## config.mk

```make
export PLATFORM = sky130hd
export DESIGN_NAME = remote_cmd_decoder
export DESIGN_NICKNAME = d
export VERILOG_FILES = /design/src/rtl/remote_cmd_decoder_pkg.sv /design/src/rtl/remote_cmd_decoder_holdoff.sv /design/src/rtl/remote_cmd_decoder.sv
export SDC_FILE = /design/constraint.sdc
export NUM_CORES = 1
export LEC_CHECK = 0
export BUFFER_PORTS_ARGS = -buffer_cell sky130_fd_sc_hd__buf_2
export CAP_MARGIN = 20
export CELL_PAD_IN_SITES_DETAIL_PLACEMENT = 1
export CELL_PAD_IN_SITES_GLOBAL_PLACEMENT = 2
export CORE_UTILIZATION = 37
export DETAILED_ROUTE_END_ITERATION = 6
export GPL_TIMING_DRIVEN = 0
export HOLD_SLACK_MARGIN = 0.1
export PLACE_DENSITY_LB_ADDON = 0.1
export SETUP_SLACK_MARGIN = 0.3
export SYNTH_ARGS = -nofsm -noshare
export SYNTH_HDL_FRONTEND = slang
export SYNTH_SLANG_ARGS = --single-unit
```

## constraint.sdc

```tcl
create_clock -name CLOCK -period 6.4 [get_ports CLOCK]
set_input_delay 1.28 -clock CLOCK [delete_from_list [all_inputs] [get_ports CLOCK]]
set_output_delay 1.28 -clock CLOCK [all_outputs]
set_load 0.03 [all_outputs]
```

## src/rtl/remote_cmd_decoder_pkg.sv

```systemverilog
// Shared types and key codes for the IR remote command decoder.
// Speed modes, FSM states and the NEC key bytes recognised by the decoder.
package remote_pkg;

    typedef enum logic [1:0] {
        SPEED_NORMAL = 2'd0,
        SPEED_SLOW   = 2'd1,
        SPEED_FAST   = 2'd2
    } speed_t;

    typedef enum logic [1:0] {
        ST_IDLE   = 2'd0,
        ST_SETTLE = 2'd1,
        ST_DECODE = 2'd2
    } state_t;

    typedef struct packed {
        logic power;
        logic playpause;
        logic restart;
        logic next_song;
        logic prev_song;
        logic reject;
    } pulses_t;

    localparam logic [7:0] KEY_POWER     = 8'h12;
    localparam logic [7:0] KEY_PLAYPAUSE = 8'h16;
    localparam logic [7:0] KEY_RETURN    = 8'h17;
    localparam logic [7:0] KEY_A         = 8'h0F;
    localparam logic [7:0] KEY_B         = 8'h13;
    localparam logic [7:0] KEY_C         = 8'h10;
    localparam logic [7:0] KEY_NEXT      = 8'h18;
    localparam logic [7:0] KEY_PREV      = 8'h14;

    // NEC frames carry the key byte followed by its bitwise complement.
    function automatic logic complement_ok(input logic [31:0] frame);
        return frame[31:24] == ~frame[23:16];
    endfunction

endpackage

```

## src/rtl/remote_cmd_decoder_holdoff.sv

```systemverilog
// Down-counter used to suppress auto-repeat of the last accepted key.
// Loading zero leaves the timer expired, which disables the hold-off.
module holdoff_timer #(
    parameter int unsigned CNT_W = 24
) (
    input  logic             CLOCK,
    input  logic             iRST_n,
    input  logic             load,
    input  logic [CNT_W-1:0] value,
    output logic             expired
);

    logic [CNT_W-1:0] count_q;
    logic [CNT_W-1:0] count_d;

    always_comb begin
        count_d = count_q;
        if (load) begin
            count_d = value;
        end else if (count_q != '0) begin
            count_d = count_q - 1'b1;
        end
    end

    always_ff @(posedge CLOCK or negedge iRST_n) begin
        if (!iRST_n) begin
            count_q <= '0;
        end else begin
            count_q <= count_d;
        end
    end

    assign expired = (count_q == '0);

endmodule

```

## src/rtl/remote_cmd_decoder.sv

```systemverilog
// Validates NEC frames from the IR receiver and turns key bytes into one-cycle
// command pulses plus persistent song index and playback speed.
module remote_cmd_decoder
    import remote_pkg::*;
#(
    parameter int unsigned NUM_SONGS      = 2,
    parameter int unsigned SONG_W         = 4,
    parameter int unsigned HOLDOFF_CYCLES = 12500000,
    parameter bit          CHECK_CUSTOM   = 1'b1,
    parameter logic [15:0] CUSTOM_CODE    = 16'h6B86
) (
    input  logic              CLOCK,
    input  logic              iRST_n,
    input  logic              data_ready,
    input  logic [31:0]       keycode,
    output logic              reset_pulse,
    output logic              playpause_pulse,
    output logic              restart_pulse,
    output logic              next_pulse,
    output logic              prev_pulse,
    output logic              reject_pulse,
    output logic [SONG_W-1:0] song_idx,
    output logic [1:0]        speed_mode,
    output logic              busy
);

    localparam int unsigned HO_W = (HOLDOFF_CYCLES > 0) ? $clog2(HOLDOFF_CYCLES + 1) : 1;
    localparam logic [HO_W-1:0]   HO_LOAD   = HO_W'(HOLDOFF_CYCLES);
    localparam logic [SONG_W-1:0] LAST_SONG = SONG_W'(NUM_SONGS - 1);

    state_t            state_q, state_d;
    pulses_t           pulses_q, pulses_d;
    logic [SONG_W-1:0] song_q, song_d;
    speed_t            speed_q, speed_d;
    logic [7:0]        last_key_q, last_key_d;
    logic              busy_q, busy_d;

    logic              holdoff_load;
    logic              holdoff_expired;
    logic              holdoff_active;
    logic              frame_valid;
    logic              custom_ok;
    logic [7:0]        key;
    logic              accept;

    holdoff_timer #(
        .CNT_W (HO_W)
    ) u_holdoff (
        .CLOCK   (CLOCK),
        .iRST_n  (iRST_n),
        .load    (holdoff_load),
        .value   (HO_LOAD),
        .expired (holdoff_expired)
    );

    assign holdoff_active = !holdoff_expired;
    assign key            = keycode[23:16];
    assign custom_ok      = !CHECK_CUSTOM || (keycode[15:0] == CUSTOM_CODE);
    assign frame_valid    = complement_ok(keycode) && custom_ok;

    always_comb begin
        state_d      = state_q;
        pulses_d     = '0;
        song_d       = song_q;
        speed_d      = speed_q;
        last_key_d   = last_key_q;
        holdoff_load = 1'b0;
        accept       = 1'b0;

        case (state_q)
            ST_IDLE: begin
                if (data_ready) begin
                    state_d = ST_SETTLE;
                end
            end
            // keycode is still changing on the strobe cycle; wait one clock.
            ST_SETTLE: begin
                state_d = ST_DECODE;
            end
            ST_DECODE: begin
                state_d = ST_IDLE;
                if (!frame_valid) begin
                    pulses_d.reject = 1'b1;
                end else if (!(key == last_key_q && holdoff_active)) begin
                    accept = 1'b1;
                    case (key)
                        KEY_POWER: begin
                            pulses_d.power = 1'b1;
                            song_d         = '0;
                            speed_d        = SPEED_NORMAL;
                        end
                        KEY_PLAYPAUSE: pulses_d.playpause = 1'b1;
                        KEY_RETURN:    pulses_d.restart   = 1'b1;
                        KEY_C:         speed_d = SPEED_FAST;
                        KEY_A:         speed_d = SPEED_SLOW;
                        KEY_B:         speed_d = SPEED_NORMAL;
                        KEY_NEXT: begin
                            pulses_d.next_song = 1'b1;
                            song_d = (song_q == LAST_SONG) ? '0 : song_q + 1'b1;
                        end
                        KEY_PREV: begin
                            pulses_d.prev_song = 1'b1;
                            song_d = (song_q == '0) ? LAST_SONG : song_q - 1'b1;
                        end
                        default: begin
                            pulses_d.reject = 1'b1;
                            accept          = 1'b0;
                        end
                    endcase
                    if (accept) begin
                        last_key_d   = key;
                        holdoff_load = 1'b1;
                    end
                end
                // A repeat inside the hold-off window falls through with no effect.
            end
            default: begin
                state_d = ST_IDLE;
            end
        endcase

        busy_d = (state_d != ST_IDLE);
    end

    always_ff @(posedge CLOCK or negedge iRST_n) begin
        if (!iRST_n) begin
            state_q    <= ST_IDLE;
            pulses_q   <= '0;
            song_q     <= '0;
            speed_q    <= SPEED_NORMAL;
            last_key_q <= 8'h00;
            busy_q     <= 1'b0;
        end else begin
            state_q    <= state_d;
            pulses_q   <= pulses_d;
            song_q     <= song_d;
            speed_q    <= speed_d;
            last_key_q <= last_key_d;
            busy_q     <= busy_d;
        end
    end

    assign reset_pulse     = pulses_q.power;
    assign playpause_pulse = pulses_q.playpause;
    assign restart_pulse   = pulses_q.restart;
    assign next_pulse      = pulses_q.next_song;
    assign prev_pulse      = pulses_q.prev_song;
    assign reject_pulse    = pulses_q.reject;
    assign song_idx        = song_q;
    assign speed_mode      = speed_q;
    assign busy            = busy_q;

endmodule

```

==> impl_metrics.yaml <==
run_status:
  outcome: "completed"
timing:
  clock_skew_ns: 0.0139
  post-route-period-util: 0.564
  hold-worst-slack_ns: 0.464
  finalHoldViolCount: 0
  worst_pin_slew_ns: 0.672
  fin_crit_ns: 3.61
  setup_tns_ns: 0
  slew_viol_final: 0
  slew_headroom: 0.548
  setup_viol: 0
  fmax_ghz: 0.277
  rsz0062_at_grt: "no"
place:
  globalplace.congestion: 0.753
  port_buffers: 43
  dp.final_hpwl_mm: 4.50
  placed_cells: 408
clock_tree:
  cts_max_level: 2
  insertion_delay_ns: 0.30
  cts_tree: "yes"
  numCtsBuffers: 5
  clockBufferDepth: 2
  cts.clk_slew.worst_paths_ns: 0.10
  cts_hold_buffers: 0
  clock_sinks: 47
  post_cts_buffers: 0
  root_buffer: "clkbuf_8"
  cts_resized: 0
synth:
  avgSynthCellArea_um2: 9.71
  ys_seq_area_frac: 0.452
  ys_ff_latch: 47
  synth_top_flop_cell: "dfrtp_1"
  synth_top_cell_by_area: "dfrtp_1"
  yosysTopAreaCellShare: 0.452
  netlist_top_cells_area: "dfrtp_1, xor2_1, xnor2_1"
  ys_types: 50
  yosys_warnings: 0
  syn_nets: 305
  syn_area_um2: 2600
  synth_edf_count: 0
  ys_async_sr_fraction: 1.00
  synthCells: 268
floorplan:
  io_pins: 48
  initial_core_util: 0.383
  core_area_um2: 6790
  die_h_um: 85.8
  fp.dieW_um: 85.8
  die_area_um2: 7370
  rows: 30
setup_path:
  slowest_delay_ns: 0.54
  startpoint_type: "input pin"
  rrSetupSlack_ns: 3.44
  worst-path-buf-inv: 4
  path_delay_family: "buffers and inverters"
  crit_type: "in2reg"
  crit_chain: "buf_2 -> clkbuf_1 -> xor2_1 -> nand4_1 -> nor4_1 -> o2111ai_2 -> buf_2 -> nor2_1 -> buf_2 -> nor2_1"
  timing.rr.end: "u_holdoff.count_q[7]$_DFFE_PN0P_"
  worstPathArrival_ns: 3.80
  crit_top_cell: "buf_2"
  setup.worst_path.end_class: "flop"
  path_max_fanout: 10
  required_ns: 6.59
  critPathSlowestCell: "nor4_1"
  r2r-start: "u_holdoff.count_q[6]$_DFFE_PN0P_"
  r2r_cells: 8
route:
  via_count: 2071
  vias_per_cell: 4.98
  detail-route-antenna-nets: 0
  postRouteWirelength_mm: 6.02
  first_iter_violations: 39
  drtPass1Iterations: 4
  wire_per_inst_um: 14.5
  route.detailed.drc: 0
power_and_ir_drop:
  leakage_uw: 0.00122
  p_clk_frac: 0.393
  power.share.sequential: 0.528
  p_int_uw: 436
  ir_worst_vdd_mv: 0.0988
  p_sw_frac: 0.238
  power_density_nw_per_um2: 186
  power_frac_comb: 0.079
  p_sw_uw: 136
cells_and_area:
  multi_input_area_um2: 1340
  antenna_cells: 0
  final_cells: 416
  seqCellArea_um2: 1180
  fin_nets: 356
  nFillCells: 799
  finish.utilization: 0.452
  drive_gt1_frac: 0.225
  area_growth_syn_to_layout_pct: 18.1
global_route:
  grt_use_total: 0.180
  gr-total-overflow: 0
  grt_pass1_wl_mm: 10.4
  antenna_found_initial: 0
  grt_pass1_vias: 2227
  grt_max_degree: 26
min_path:
  worst_hold_path_type: "reg2reg"
  hold_path_depth: 1
  holdPathEnd: "state_q[0]$_DFF_PN0_"
  min-delay-start: "state_q[0]$_DFF_PN0_"
job:
  maxCapViolations: 0
==> cells by family (layout without fill, tap and decap cells) <==
logic type,Yosys count,after routing,share of synthesized area
buffers and inverters,20,72,0.0342
adder cells (fa/ha/maj),2,2,0.00962
AO/OA/AOI/OAI,26,26,0.0702
AND/OR/NAND/NOR,125,125,0.262
XOR/XNOR,41,41,0.138
multiplexers,7,7,0.0341
flip-flops,47,47,0.452
==> power by group through the flow <==
stage	registers (uW)	logic (uW)	clock network, uW
floorplan	311	18.0	0
global placement	308	43.9	0
detailed placement	308	46.2	0
CTS	302	46.3	234
global route	303	50.5	243
finish	302	44.9	225
==> state kept, by name, indices dropped and copies added (netlist names), 2 cells and up <==
register,cells
u_holdoff.count_q,24
last_key_q,8
song_idx,4
speed_mode,2
state_q,2
==> final cells by class <==
type | count | share of cell area
buffer | 13 | 0.0204
clock buffer | 5 | 0.0224
clock inverter | 3 | 0.0151
inverter | 7 | 0.00855
multi-input combinational | 201 | 0.435
sequential | 47 | 0.383
tap | 96 | 0.0391
timing repair buffer | 44 | 0.0766
==> layout by cell type (no fill, tap or decap), types with 7 or more instances in the layout <==
cell       n
xor2_1    21
clkbuf_1   7
nand2_1   26
buf_2     48
xnor2_1   20
nor4_1    13
nor2_1    34
nor3_1    11
dfrtp_1   47
o21ai_0    9
inv_1      7
==> per-layer routing <==
layer  track usage  share of wire  routed length (um)
met5             0              0                   0
met4        0.0455          0.011                  64
met1         0.221           0.46                2800
met2         0.327           0.50                2990
met3        0.0308          0.029                 172
==> metrics by stage <==
step	instance area [um^2]	setup WS (ns)	power, uW
after floorplan	2600	3.23	329
after global placement	2940	2.49	352
after detailed placement	2960	2.40	354
after CTS	3070	2.72	583
after global routing	3070	2.57	596
final	3070	2.79	572
==> cell usage after synthesis, types with 4 or more instances <==
| library cell | instances |
|---|---|
| nor2_1 | 34 |
| nor4_1 | 13 |
| xor2_1 | 21 |
| nand2_1 | 26 |
| dfrtp_1 | 47 |
| and2_1 | 4 |
| nand4_1 | 4 |
| o21ai_0 | 9 |
| or3_1 | 5 |
| clkbuf_1 | 7 |
| xnor2_1 | 20 |
| inv_1 | 7 |
| buf_2 | 5 |
| nor3_1 | 11 |
==> worst max-delay path by stage <==
| stage | startpoint | end | slack, ns | cells after the start |
|---|---|---|---|---|
| final | keycode[19] | u_holdoff.count_q[7]$_DFFE_PN0P_ | 2.79 | 10 |
| after global routing | keycode[19] | u_holdoff.count_q[7]$_DFFE_PN0P_ | 2.57 | 10 |
| after CTS | keycode[19] | u_holdoff.count_q[7]$_DFFE_PN0P_ | 2.72 | 10 |
| after detailed placement | keycode[19] | u_holdoff.count_q[9]$_DFFE_PN0P_ | 2.40 | 10 |
| after global placement | keycode[19] | u_holdoff.count_q[14]$_DFFE_PN0P_ | 2.49 | 10 |
| after floorplan | keycode[19] | last_key_q[2]$_DFFE_PN0P_ | 3.23 | 8 |
Note: power is estimated with default switching activity, not from simulation.
